--- config.mk ---
export PLATFORM = sky130hd
export DESIGN_NAME = seg7_scan_driver
export DESIGN_NICKNAME = d
export VERILOG_FILES = /design/src/rtl/seg7_scan_driver.sv
export SDC_FILE = /design/constraint.sdc
export NUM_CORES = 1
export LEC_CHECK = 0
export BUFFER_PORTS_ARGS = -buffer_cell sky130_fd_sc_hd__buf_2
export CAP_MARGIN = 15
export CELL_PAD_IN_SITES_DETAIL_PLACEMENT = 1
export CELL_PAD_IN_SITES_GLOBAL_PLACEMENT = 2
export CORE_UTILIZATION = 37
export CTS_BUF_LIST = sky130_fd_sc_hd__clkbuf_4 sky130_fd_sc_hd__clkbuf_8 sky130_fd_sc_hd__clkbuf_16
export CTS_CLUSTER_SIZE = 8
export DETAILED_ROUTE_END_ITERATION = 10
export GPL_TIMING_DRIVEN = 1
export PLACE_DENSITY_LB_ADDON = 0.1
export SYNTH_ARGS = -nofsm -noshare
export SYNTH_HDL_FRONTEND = slang
export SYNTH_SLANG_ARGS = --single-unit
--- constraint.sdc ---
create_clock -name clk -period 2.46 [get_ports clk]
set_input_delay 0.246 -clock clk [delete_from_list [all_inputs] [get_ports clk]]
set_output_delay 0.246 -clock clk [all_outputs]
set_load 0.005 [all_outputs]
--- src/rtl/seg7_scan_driver.sv ---
// rtl/seg7_scan_driver.sv - multiplexed seven-segment scan driver with registered pins.
// Optional leading-zero blanking is enabled by defining SEG7_LEADING_ZERO_BLANK_EN.
module seg7_scan_driver #(
    parameter int NUM_DIGITS = 4,
    parameter int PRESCALE   = 50000
) (
    input  logic                    clk,
    input  logic                    reset_n,
    input  logic [4*NUM_DIGITS-1:0] value,
    input  logic                    load,
    input  logic                    hex_mode,
    input  logic                    blank,
    output logic [6:0]              seg_n,
    output logic [NUM_DIGITS-1:0]   an_n,
    output logic                    frame_done
);

    localparam int CW = $clog2(PRESCALE);
    localparam int IW = (NUM_DIGITS > 1) ? $clog2(NUM_DIGITS) : 1;
    localparam logic [CW-1:0] COUNT_LAST = CW'(PRESCALE - 1);
    localparam logic [IW-1:0] INDEX_LAST = IW'(NUM_DIGITS - 1);

    logic [CW-1:0]             count_q, count_d;
    logic [IW-1:0]             index_q, index_d;
    logic [4*NUM_DIGITS-1:0]   disp_q, disp_d;
    logic [6:0]                seg_n_q, seg_n_d;
    logic [NUM_DIGITS-1:0]     an_n_q, an_n_d;
    logic                      frame_done_q, frame_done_d;
    // Low through reset and the first edge after release, so a load on that edge is dropped.
    logic                      armed_q, armed_d;

    logic       tick;
    logic [3:0] nibble;
    logic [6:0] glyph;
`ifdef SEG7_LEADING_ZERO_BLANK_EN
    logic       all_zero;
    logic       lz_hit;
`endif

    always_comb begin
        tick         = (count_q == COUNT_LAST);
        count_d      = tick ? '0 : count_q + 1'b1;
        index_d      = index_q;
        if (tick) begin
            index_d = (index_q == INDEX_LAST) ? '0 : index_q + 1'b1;
        end
        frame_done_d = tick && (index_q == INDEX_LAST);
        armed_d      = 1'b1;
        disp_d       = (load && armed_q) ? value : disp_q;

        nibble = 4'h0;
        for (int k = 0; k < NUM_DIGITS; k++) begin
            if (index_q == IW'(k)) begin
                nibble = disp_q[4*k +: 4];
            end
        end

        case (nibble)
            4'h0: glyph = 7'h40;
            4'h1: glyph = 7'h79;
            4'h2: glyph = 7'h24;
            4'h3: glyph = 7'h30;
            4'h4: glyph = 7'h19;
            4'h5: glyph = 7'h12;
            4'h6: glyph = 7'h02;
            4'h7: glyph = 7'h78;
            4'h8: glyph = 7'h00;
            4'h9: glyph = 7'h10;
            4'hA: glyph = 7'h08;
            4'hB: glyph = 7'h03;
            4'hC: glyph = 7'h46;
            4'hD: glyph = 7'h21;
            4'hE: glyph = 7'h06;
            default: glyph = 7'h0E;
        endcase
        if (!hex_mode && (nibble > 4'd9)) begin
            glyph = 7'h3F;
        end

`ifdef SEG7_LEADING_ZERO_BLANK_EN
        // Walk from the most significant digit down; digit 0 never qualifies.
        all_zero = 1'b1;
        lz_hit   = 1'b0;
        for (int k = NUM_DIGITS - 1; k >= 0; k--) begin
            all_zero = all_zero && (disp_q[4*k +: 4] == 4'h0);
            if ((k > 0) && all_zero && (index_q == IW'(k))) begin
                lz_hit = 1'b1;
            end
        end
        if (lz_hit) begin
            glyph = 7'h7F;
        end
`endif

        seg_n_d = blank ? 7'h7F : glyph;
        for (int k = 0; k < NUM_DIGITS; k++) begin
            an_n_d[k] = blank || (index_q != IW'(k));
        end
    end

    always_ff @(posedge clk or negedge reset_n) begin
        if (!reset_n) begin
            count_q      <= '0;
            index_q      <= '0;
            disp_q       <= '0;
            seg_n_q      <= 7'h7F;
            an_n_q       <= '1;
            frame_done_q <= 1'b0;
            armed_q      <= 1'b0;
        end else begin
            count_q      <= count_d;
            index_q      <= index_d;
            disp_q       <= disp_d;
            seg_n_q      <= seg_n_d;
            an_n_q       <= an_n_d;
            frame_done_q <= frame_done_d;
            armed_q      <= armed_d;
        end
    end

    assign seg_n      = seg_n_q;
    assign an_n       = an_n_q;
    assign frame_done = frame_done_q;

endmodule

==> results of run 1 <==
[layout make-up]
cell class	count	area (µm²)	share of cell area [%]
repair buffers	37	200	7.33
clock buffers	6	82.6	3.02
multi-input cells	142	1090	40.0
flip-flops and latches	47	1190	43.6
well taps	75	93.8	3.44
clock inverters	2	35.0	1.28
inverters	10	37.5	1.37
[flip-flops by register name, summed over array words and instances (netlist names)]
| name | flops |
|---|---|
| armed_q | 1 |
| disp_q | 16 |
| frame_done | 1 |
| index_q | 2 |
| seg_n | 7 |
| count_q | 16 |
| an_n | 4 |
[worst min-delay path by stage]
stage,from,endpoint,slack (ps),cells after the start
2_1_floorplan,reset_n,armed_q$_DFF_PN0_,-50,0
3_3_place_gp,reset_n,count_q[11]$_DFF_PN0_,270,1
3_5_place_dp,reset_n,count_q[12]$_DFF_PN0_,290,1
4_1_cts,value[5],disp_q[5]$_DFFE_PN0P_,160,2
5_1_grt,value[5],disp_q[5]$_DFFE_PN0P_,150,2
6_report,value[5],disp_q[5]$_DFFE_PN0P_,170,2
[through the flow]
stage / worst slack (ps) / util, % / total power, µW / cell area, µm² / hold WS, ps
final: 192 / 45.9 / 1720 / 2730 / 169
after global routing: 24.2 / 45.9 / 1820 / 2730 / 155
after CTS: 24.1 / 45.3 / 1750 / 2700 / 159
after detailed placement: 121 / 43.2 / 1150 / 2570 / 288
after global placement: 242 / 43.2 / 1140 / 2570 / 270
after floorplan: 251 / - / 1040 / 2310 / -49.6
[cells in the final DEF (no fill, tap or decap), types with 3 or more instances in the layout]
cell and instances:
a21oi_1 3, a31oi_1 3, buf_2 32, buf_4 4, clkbuf_8 6, dfrtp_1 36
dfstp_2 11, ha_1 8, inv_1 8, mux2_2 16, nand2_1 15, nand2b_1 4
nand3_1 5, nand3b_1 5, nor2_1 17, nor2_2 3, nor2b_1 4, nor3_1 3
o21ai_1 5, or3_1 3, xnor2_1 8, xor2_1 6
[power by group]
part | internal (µW) | switching, µW
Sequential | 845 | 28.7
Combinational | 121 | 136
Clock | 329 | 263
[repair_timing]
item | in CTS | in global routing
hold buffers | 1 | 0
endpoints found under the hold margin | 14 | 0
endpoints found under the setup margin | 0 | 6
gates resized for setup | 0 | 9
[routing by layer]
| layer | part of all wire (%) | routed length (µm) | global-route usage, % | vias up |
|---|---|---|---|---|
| met5 | 0 | 0 | 0 | - |
| met4 | 0.75 | 37 | 4.82 | 0 |
| met3 | 2.9 | 141 | 4.04 | 4 |
| met2 | 49 | 2430 | 27.9 | 26 |
| met1 | 47 | 2320 | 21.7 | 801 |
| li1 | - | - | - | 778 |
[cells by family after synthesis]
group	count (synthesis)
xor+xnor	14
simple gates	73
compound gates	25
mux	17
fa+ha+maj	12
buf+inv	14
other cells	1
flops	47
[worst register-to-register path: stages, from the launching register on]
cell	delay, ps
dfrtp_1	450
inv_1	120
ha_2	230
nand3b_1	170
a31oi_1	200
buf_4	180
ha_1	230
o21ai_1	110
a21oi_2	300
o221ai_1	180
==> summary.txt, run 1 <==
Worst setup path
  • Slowest CP cell: dfrtp_1
  • CP startpoint: index_q[1]$_DFFE_PN0N_
  • R2r endpoint: seg_n[2]$_DFF_PN1_
  • Critical Path End: seg_n[2]$_DFF_PN1_
  • CP max FO: 9
  • Max stage delay on crit path: between 400 and 500 ps
  • Flop-to-flop setup slack: roughly 190 ps
  • Crit path depth: 9
  • Crit path cell chain: inv_1, ha_2, nand3b_1, a31oi_1, buf_4, ha_1, o21ai_1, a21oi_2, o221ai_1
  • Startpoint types: register
  • WP buf/inv: 2
  • Crit path DAT: roughly 2500 ps
  • FF-to-FF Start: index_q[1]$_DFFE_PN0N_
  • CP endpoint kind: register
  • Req. time, crit path: approximately 2700 ps
  • Class of the most critical setup path: register to register
  • R2R depth: 9
  • Crit path max-delay family: compound AO/OA/AOI/OAI gates

Yosys
  • Mux cell area share after synthesis: approximately 8.2%
  • Synth Area in Compound Gates: under 10%
  • Synth Area in Simple Gates: approximately 17%
  • Yosys top cell by area: dfrtp_1
  • Area share of the largest cell type after synthesis: roughly 40%
  • Ys flop type: dfrtp_1
  • Cells after synthesis: 203
  • Most numerous cell in the Yosys netlist: dfrtp_1
  • Mapped Area: roughly 2300 µm²
  • Post-synth top cells: dfrtp_1, nor2_1, mux2_2
  • Main combinational cell family by area after synthesis: simple AND/OR/NAND/NOR gates
  • Dominant cells by area after synthesis: dfrtp_1, dfstp_2, mux2_2, ha_1, xnor2_1
  • Synthesis-stage register bit count: between 40 and 50
  • Library cells used by synthesis: 48
  • Syn Nets: ~240
  • Register area share after synthesis: 51.5%
  • Post-synthesis xor/xnor area fraction: under 10%
  • Number of synthesized flops with an enable pin: 0
  • Synth Area in Adders: roughly 6.5%
  • Post-synth ARST share: 100%
  • Synth Warn #: 0
  • Avg Inst Size Synth: roughly 11 µm²

Clock network
  • CTS buffer count: 5
  • CTS tree: built
  • CTS max path bufs: 2
  • Clk sinks: 47
  • Post-CTS setup buffers: 0
  • Worst-path clk slew: ~90 ps
  • Root buf cell: clkbuf_8
  • Htree depth: 2
  • Skew-Pair Late Insertion Delay: 300 ps

Global route
  • Grt ovf: 0
  • Largest net degree at the start of global routing: 27
  • First-pass GRT wire length: ~8300 µm
  • GRT Total Usage: 16.8%
  • Number of global-route vias before repair: between 1500 and 2000
  • Initial antenna violation count: 0

Pwr
  • Power per cell area: about 630 nW/µm²
  • Peak VDD IR: roughly 0.38 mV
  • Leakage: ~0.0012 µW

Timing
  • # setup viols final: 0
  • Slew Limit Fails: 0
  • Worst Tran Pin Value: between 600 and 700 ps
  • Max Freq: ~440 MHz
  • Setup TNS: 0 ps
  • RSZ-0062 raised after global routing: false
  • Fin. Hold Viols: 0
  • Max-slew headroom: a little under three fifths
  • Fin crit period: about 2300 ps
  • Final Skew: a little under 8 ps
  • Crit share post-route: around 92%

Detailed routing
  • Via Count: 1609
  • DRC: 0
  • Via density: 5.04
  • Routed length per placed instance: roughly 15 µm
  • Initial DRC Count: 20
  • WL final: between 4000 and 5000 µm
  • Routed Antenna Nets: 0
  • DRT Pass-1 Iters: 4

Die
  • Initial core utilization: 38.8%
  • I/O pin cnt: 33
  • Row Count: 28
  • Core area: 5960 µm²
  • Die area: between 6000 and 7000 µm²
  • DIE HEIGHT: roughly 81 µm
  • Die width: 81.0 µm

Placed design
  • Post-DP HPWL: roughly 3700 µm
  • PortBufs: 32
  • Placed insts: 310
  • Placer's final routability congestion estimate: approximately 0.83

Final layout
  • Layout cell share with drive strength beyond 1: around 38%
  • Layout net count: ~280
  • ANT cells: 0
  • Post-Layout Cell Count: 319
  • Area Overhead vs Synth: 18.2%
  • Fill cells: 680

Hold path
  • Min-delay worst type: input port to register

Job
  • Max cap viols: 0

Outcome
  • Status: completed
(Power assumes the default switching activity.)
==> inputs of run 2 (changes only) <==
- CORE_UTILIZATION: 37 -> 40
- PLACE_DENSITY: unset -> 0.81
- PLACE_DENSITY_LB_ADDON: 0.1 -> unset
- SETUP_SLACK_MARGIN: unset -> 0.5
- clock period: 2.46 -> 2.9 ns (I/O delays scaled with it)
==> run 2 against run 1 <==
Against the previous run: sequential power decreased by 15%; routed wire length decreased by 8.4%; fmax increased by 2.6%; combinational power decreased by 17%; cell count decreased by 1.9%; utilization increased by 2.9 points; critical path type unchanged.
==> summary.txt, run 2 (synthesis gave the netlist of run 1 again) <==
Final layout
  • Commonest non-fill, non-tap cell in the layout: dfrtp_1 (unchanged)
  • Area Overhead vs Synth: 17.0% (was 18.2%)
  • Layout net count: 273 (was 276)
  • Commonest cells after routing, fill and taps aside: dfrtp_1, buf_2, nor2_1, mux2_2, nand2_1 (unchanged)
  • Design Area, Final: 2700 µm² (was 2730 µm²)
  • Storage cell area: 1190 µm² (unchanged)
  • Fill cells: 614 (was 680)
  • ANT cells: 0 (unchanged)
  • Area of the multi-input gates: 1110 µm² (was 1090 µm²)
  • Layout cell share with drive strength beyond 1: 37.8% (was 37.7%)
  • Fin util: 48.8% (was 45.9%)

Detailed routing
  • Routed Antenna Nets: 0 (unchanged)
  • DRT Pass-1 Iters: 4 (unchanged)
  • Via Count: 1592 (was 1609)
  • Initial DRC Count: 49 (was 20)
  • DRC: 0 (unchanged)
  • WL final: 4520 µm (was 4940 µm)
  • Via density: 5.09 (was 5.04)
  • Routed length per placed instance: 14.4 µm (was 15.5 µm)

Pwr
  • Logic pwr share: 15.6% (was 14.9%)
  • Seq pwr share: 54.0% (was 50.7%)
  • P_int: 1020 µW (was 1300 µW)
  • Leakage: 0.00117 µW (was 0.00119 µW)
  • Switch Pwr: 350 µW (was 428 µW)
  • Clock share of power: 30.4% (was 34.4%)
  • Power per cell area: 508 nW/µm² (was 631 nW/µm²)
  • Peak VDD IR: 0.298 mV (was 0.385 mV)
  • Switching fraction of total power: 25.5% (was 24.8%)

Timing
  • Fin crit period: 2210 ps (was 2270 ps)
  • Fin. Hold Viols: 0 (unchanged)
  • Max-slew headroom: 33.4% (was 57.4%)
  • RSZ-0062 raised after global routing: false (unchanged)
  • # setup viols final: 0 (unchanged)
  • Setup TNS: 0 ps (unchanged)
  • Crit share post-route: 76.2% (was 92.2%)
  • Final Skew: 8.59 ps (was 7.95 ps)
  • Slew Limit Fails: 0 (unchanged)
  • Max Freq: 452 MHz (was 441 MHz)
  • Worst Tran Pin Value: 1000 ps (was 637 ps)

Worst setup path
  • Crit path cell chain: ha_4, nand2b_1, o22ai_1, a31oi_4, inv_1, ha_1, o21ai_1, a21oi_2, o221ai_1 (was inv_1, ha_2, nand3b_1, a31oi_1, buf_4, ha_1, o21ai_1, a21oi_2, o221ai_1)
  • Startpoint types: register (unchanged)
  • Max stage delay on crit path: 450 ps (about the same)
  • CP endpoint kind: register (unchanged)
  • CP max FO: 10 (was 9)
  • Req. time, crit path: 3100 ps (was 2660 ps)
  • Crit path DAT: 2410 ps (was 2470 ps)
  • Slowest CP cell: dfrtp_1 (unchanged)
  • Class of the most critical setup path: register to register (unchanged)

Clock network
  • CTS buffer count: 5 (unchanged)
  • Htree depth: 2 (unchanged)
  • Clk sinks: 47 (unchanged)
  • Root buf cell: clkbuf_8 (unchanged)
  • Skew-Pair Late Insertion Delay: 300 ps (about the same)
  • CTS max path bufs: 2 (unchanged)
  • CTS tree: built (unchanged)
  • Worst-path clk slew: 90 ps (about the same)

Global route
  • Initial antenna violation count: 0 (unchanged)
  • Grt ovf: 0 (unchanged)
  • First-pass GRT wire length: 7730 µm (was 8290 µm)
  • Number of global-route vias before repair: 1668 (was 1722)
  • Largest net degree at the start of global routing: 48 (was 27)
  • GRT Total Usage: 16.3% (was 16.8%)

Placed design
  • Area after DPL: 2550 µm² (was 2570 µm²)
  • Post-DP HPWL: 3400 µm (was 3740 µm)
  • Placer's final routability congestion estimate: 0.781 (was 0.832)
  • PortBufs: 32 (unchanged)

Job
  • Max cap viols: 0 (unchanged)

Outcome
  • Status: completed (unchanged)

Hold path
  • Min-delay worst type: input port to async pin (was input port to register)

Die
  • Die area: 6090 µm² (was 6570 µm²)
  • Core area: 5540 µm² (was 5960 µm²)
  • Die width: 78.0 µm (was 81.0 µm)
  • Row Count: 27 (was 28)
  • Initial core utilization: 41.7% (was 38.8%)
  • I/O pin cnt: 33 (unchanged)
  • DIE HEIGHT: 78.0 µm (was 81.0 µm)
[run 2: cell types whose count changed in the layout (fill, tap and decap cells not counted)]
cell / previous run / this run
buf_4: 4 / 2
a31oi_1: 3 / 2
a31oi_4: 0 / 1
bufinv_16: 1 / 0
clkbuf_4: 0 / 1
clkinv_2: 1 / 0
clkinv_4: 0 / 1
dlygate4sd3_1: 1 / 0
nor2_2: 3 / 2
nor2_4: 0 / 1
[run 2: path summary, 6_finish.rpt]
check	slack [ps]	from	end	depth (start not counted)
worst max-delay path	690	index_q[1]$_DFFE_PN0N_	seg_n[2]$_DFF_PN1_	9
worst min-delay path	160	reset_n	disp_q[7]$_DFFE_PN0P_	1
worst max register to register	690	index_q[1]$_DFFE_PN0N_	seg_n[2]$_DFF_PN1_	9
worst min register to register	500	count_q[0]$_DFF_PN0_	count_q[0]$_DFF_PN0_	1
max in group asynchronous	2130	reset_n	disp_q[4]$_DFFE_PN0P_	1
min in group clk	220	value[10]	disp_q[10]$_DFFE_PN0P_	2
[run 2: power groups by stage]
stage                     clock network, µW  registers, µW  logic (µW)
after floorplan                           0            748         138
after global placement                    0            755         211
after detailed placement                  0            756         212
after CTS                               436            743         214
after global routing                    461            748         240
final                                   417            742         214
[run 2: worst max-delay path, delay by kind of cell (launching register included)]
family	cells	cell delay [ps]
buffers and inverters	1	160
AO/OA/AOI/OAI	5	890
adder cells (fa/ha/maj)	2	440
flip-flops	1	450
AND/OR/NAND/NOR	1	170
[run 2: final cells by class]
type | count | share of cell area (%)
Clock buffer | 7 | 3.33
Clock inverter | 1 | 0.324
Inverter | 10 | 1.39
Multi-Input combinational cell | 142 | 41.1
Sequential cell | 47 | 44.0
Tap cell | 72 | 3.33
Timing Repair Buffer | 34 | 6.48
[run 2: metal layers]
metal  global-route usage [%]  wire length [µm]  vias up  share of wire (%)
met5                        0                 0        -                  0
met2                     25.3              2090       27                 46
met1                     22.7              2220      784                 49
li1                         -                 -      774                  -
met3                     2.91               127        7                2.8
met4                     6.11                79        0                1.7
[run 2: stage by stage]
step,std cells,setup WS [ps],power (µW),hold WS (ps)
2_1_floorplan,203,691,886,-5.59
3_3_place_gp,305,534,966,477
3_5_place_dp,305,471,968,497
4_1_cts,313,512,1390,195
5_1_grt,313,500,1450,211
6_report,313,690,1370,162
[run 2: what timing repair did]
| action | CTS | global route |
|---|---|---|
| buffers inserted | 0 | 0 |
| setup endpoints to repair | 3 | 6 |
| hold buffers | 0 | 0 |
| gates resized for setup | 1 | 11 |
| pin swaps | 0 | 1 |
==> inputs of run 3 (changes only) <==
- CORE_UTILIZATION: 40 -> 34
- PLACE_DENSITY: 0.81 -> 0.73
- clock period: 2.9 -> 1.9 ns (I/O delays scaled with it)
==> run 3 against run 2 <==
Against the previous run: the flow now finishes with violations (DRC, setup timing); first-iteration DRC count is 8.2% lower; utilization is 7.5 points higher; routed wire length is 47% higher; clock power is 110% higher; sequential power is 54% higher; cell area is 34% higher; global-route usage is 1.9 points higher; die area is 17% higher; count of clock-buffer cells in the layout is 1 lower; largest cell class is now multi-input gates; largest power group unchanged; highest routed layer unchanged.
==> summary.txt, run 3 (synthesis gave the netlist of run 1 again) <==
Worst setup path
  • Crit path depth: 8 (was 9)
  • Class of the most critical setup path: register to register (unchanged)
  • CP startpoint: index_q[0]$_DFFE_PN0N_ (was index_q[1]$_DFFE_PN0N_)
  • Crit path max-delay family: simple AND/OR/NAND/NOR gates (was compound AO/OA/AOI/OAI gates)
  • Crit path DAT: 2300 ps (was 2410 ps)
  • Crit path top cell by count: buf_4
  • CP max FO: 4 (was 10)
  • Req. time, crit path: 2140 ps (was 3100 ps)
  • WP buf/inv: 3 (was 1)
  • R2R depth: 8 (was 9)
  • Slowest CP cell: dfrtp_2 (was dfrtp_1)
  • CP endpoint kind: register (unchanged)
  • Max stage delay on crit path: 460 ps (was 450 ps)
  • Startpoint types: register (unchanged)
  • FF-to-FF Start: index_q[0]$_DFFE_PN0N_ (was index_q[1]$_DFFE_PN0N_)
  • Crit path cell chain: inv_4, ha_4, nor3b_2, buf_4, a311o_1, buf_4, or3_4, o211ai_2 (was ha_4, nand2b_1, o22ai_1, a31oi_4, inv_1, ha_1, o21ai_1, a21oi_2, o221ai_1)

Pwr
  • Seq pwr share: 44.7% (was 54.0%)
  • Clock share of power: 34.8% (was 30.4%)
  • Power per cell area: 701 nW/µm² (was 508 nW/µm²)
  • Peak VDD IR: 0.405 mV (was 0.298 mV)
  • Switch Pwr: 635 µW (was 350 µW)
  • Logic pwr share: 20.5% (was 15.6%)
  • Leakage: 0.00158 µW (was 0.00117 µW)
  • P_int: 1910 µW (was 1020 µW)
  • Switching fraction of total power: 24.9% (was 25.5%)

Placed design
  • Placer's final routability congestion estimate: 0.855 (was 0.781)
  • PortBufs: 32 (unchanged)
  • Area after DPL: 2880 µm² (was 2550 µm²)
  • Post-DP HPWL: 4040 µm (was 3400 µm)

Timing
  • Fin. Hold Viols: 0 (unchanged)
  • Slew Limit Fails: 0 (unchanged)
  • Max-slew headroom: 61.6% (was 33.4%)
  • Fin crit period: 2060 ps (was 2210 ps)
  • Setup TNS: -867 ps (was 0 ps)
  • Final Skew: 8.30 ps (was 8.59 ps)
  • Crit share post-route: 109% (was 76.2%)
  • # setup viols final: 7 (was 0)
  • Worst Tran Pin Value: 577 ps (was 1000 ps)
  • Max Freq: 484 MHz (was 452 MHz)
  • RSZ-0062 raised after global routing: true (was false)
  • Hold slack final: 109 ps (was 162 ps)
  • Post-route setup slack: -164 ps (was 690 ps)

Global route
  • Top Usage Layer GRT: met2 (unchanged)
  • Number of global-route vias before repair: 2009 (was 1668)
  • Largest net degree at the start of global routing: 25 (was 48)
  • M3 GR Usage: 4.13% (was 2.91%)
  • Initial antenna violation count: 0 (unchanged)
  • GRT Total Usage: 18.2% (was 16.3%)
  • First-pass GRT wire length: 10000 µm (was 7730 µm)
  • Met2 GRT Util: 30.6% (was 25.3%)
  • Grt ovf: 0 (unchanged)
  • Met1 Track Usage GR: 23.1% (was 22.7%)

Final layout
  • Design Area, Final: 3640 µm² (was 2700 µm²)
  • Area Overhead vs Synth: 57.3% (was 17.0%)
  • Commonest non-fill, non-tap cell in the layout: buf_4 (was dfrtp_1)
  • Fill cells: 680 (was 614)
  • Commonest cells after routing, fill and taps aside: buf_4, buf_2, dfrtp_1, mux2_2 (was dfrtp_1, buf_2, nor2_1, mux2_2, nand2_1)
  • Layout net count: 331 (was 273)
  • ANT cells: 0 (unchanged)
  • Storage cell area: 1200 µm² (was 1190 µm²)
  • Layout cell share with drive strength beyond 1: 68.9% (was 37.8%)
  • Area of the multi-input gates: 1490 µm² (was 1110 µm²)

Clock network
  • CTS buffer count: 5 (unchanged)
  • Root buf cell: clkbuf_8 (unchanged)
  • CTS max path bufs: 2 (unchanged)
  • Worst-path clk slew: 90 ps (about the same)
  • CTS tree: built (unchanged)
  • Skew-Pair Late Insertion Delay: 310 ps (was 300 ps)
  • Clk sinks: 47 (unchanged)
  • Htree depth: 2 (unchanged)

Outcome
  • Status: finished with violations (was completed)
  • Failing checks: DRC, setup timing

Die
  • Core area: 6460 µm² (was 5540 µm²)
  • Initial core utilization: 35.8% (was 41.7%)
  • I/O pin cnt: 33 (unchanged)
  • Row Count: 29 (was 27)
  • Die width: 84.4 µm (was 78.0 µm)
  • Die area: 7130 µm² (was 6090 µm²)
  • DIE HEIGHT: 84.4 µm (was 78.0 µm)

Detailed routing
  • WL final: 6660 µm (was 4520 µm)
  • Initial DRC Count: 45 (was 49)
  • DRT Pass-1 Iters: 11 (was 4)
  • Routed Antenna Nets: 0 (unchanged)
  • DRC: 4 (was 0)
  • Via density: 4.96 (was 5.09)
  • Routed length per placed instance: 17.7 µm (was 14.4 µm)
  • Via Count: 1864 (was 1592)

Hold path
  • Worst Hold Launch: value[14]
  • Hold path cells: 2
  • Min-delay worst type: input port to register (was input port to async pin)

Job
  • Max cap viols: 0 (unchanged)
-- run 3: cell types whose count changed in the layout (fill, tap and decap cells not counted), moves of 5 or more --
cell	delta
ha_1	-7
nor2_4	+8
buf_4	+49
dfrtp_1	-8
nor2_1	-10
ha_4	+5
dfrtp_2	+8
-- run 3: final timing paths --
path,to,slack [ps]
setup / recovery,seg_n[1]$_DFF_PN1_,-160
max in group asynchronous,index_q[0]$_DFFE_PN0N_,950
hold / removal,disp_q[14]$_DFFE_PN0P_,110
setup reg to reg,seg_n[1]$_DFF_PN1_,-160
hold reg to reg,disp_q[3]$_DFFE_PN0P_,520
min in group asynchronous,count_q[13]$_DFF_PN0_,410
-- run 3: power groups by stage --
stage / logic, µW / registers, µW / clock network [µW]
floorplan: 230 / 1140 / 0
finish: 522 / 1140 / 887
global placement: 401 / 1160 / 0
CTS: 452 / 1140 / 916
detailed placement: 406 / 1160 / 0
global route: 572 / 1150 / 957
-- run 3: layer usage --
layer | vias up | part of all wire (%)
met5 | - | 0
met4 | 0 | 1.5
met3 | 5 | 3.3
met2 | 43 | 50
met1 | 925 | 45
li1 | 891 | -
-- run 3: through the flow --
| step | utilization, % | std cells | setup slack, ps | power, µW |
|---|---|---|---|---|
| 6_report | 56.3 | 376 | -164 | 2550 |
| 5_1_grt | 56.3 | 376 | -260 | 2680 |
| 4_1_cts | 52.2 | 364 | -177 | 2510 |
| 3_5_place_dp | 44.6 | 336 | -235 | 1560 |
| 3_3_place_gp | 44.6 | 336 | -98.7 | 1560 |
| 2_1_floorplan | - | 203 | -12.0 | 1370 |
-- run 3: what timing repair did --
action / 4_1_cts / 5_1_grt
pin swaps: 24 / 14
setup endpoints to repair: 23 / 23
resized for setup: 42 / 38
hold buffers: 1 / 0
hold endpoints to repair: 12 / 0
setup buffers: 19 / 12
-- run 3: area by class of cell --
class | instances | area share (%)
timing repair buffer | 92 | 18.5
multi-input combinational | 142 | 40.8
tap | 77 | 2.65
inverter | 10 | 1.24
clock inverter | 2 | 1.65
sequential | 47 | 33.0
clock buffer | 6 | 2.10
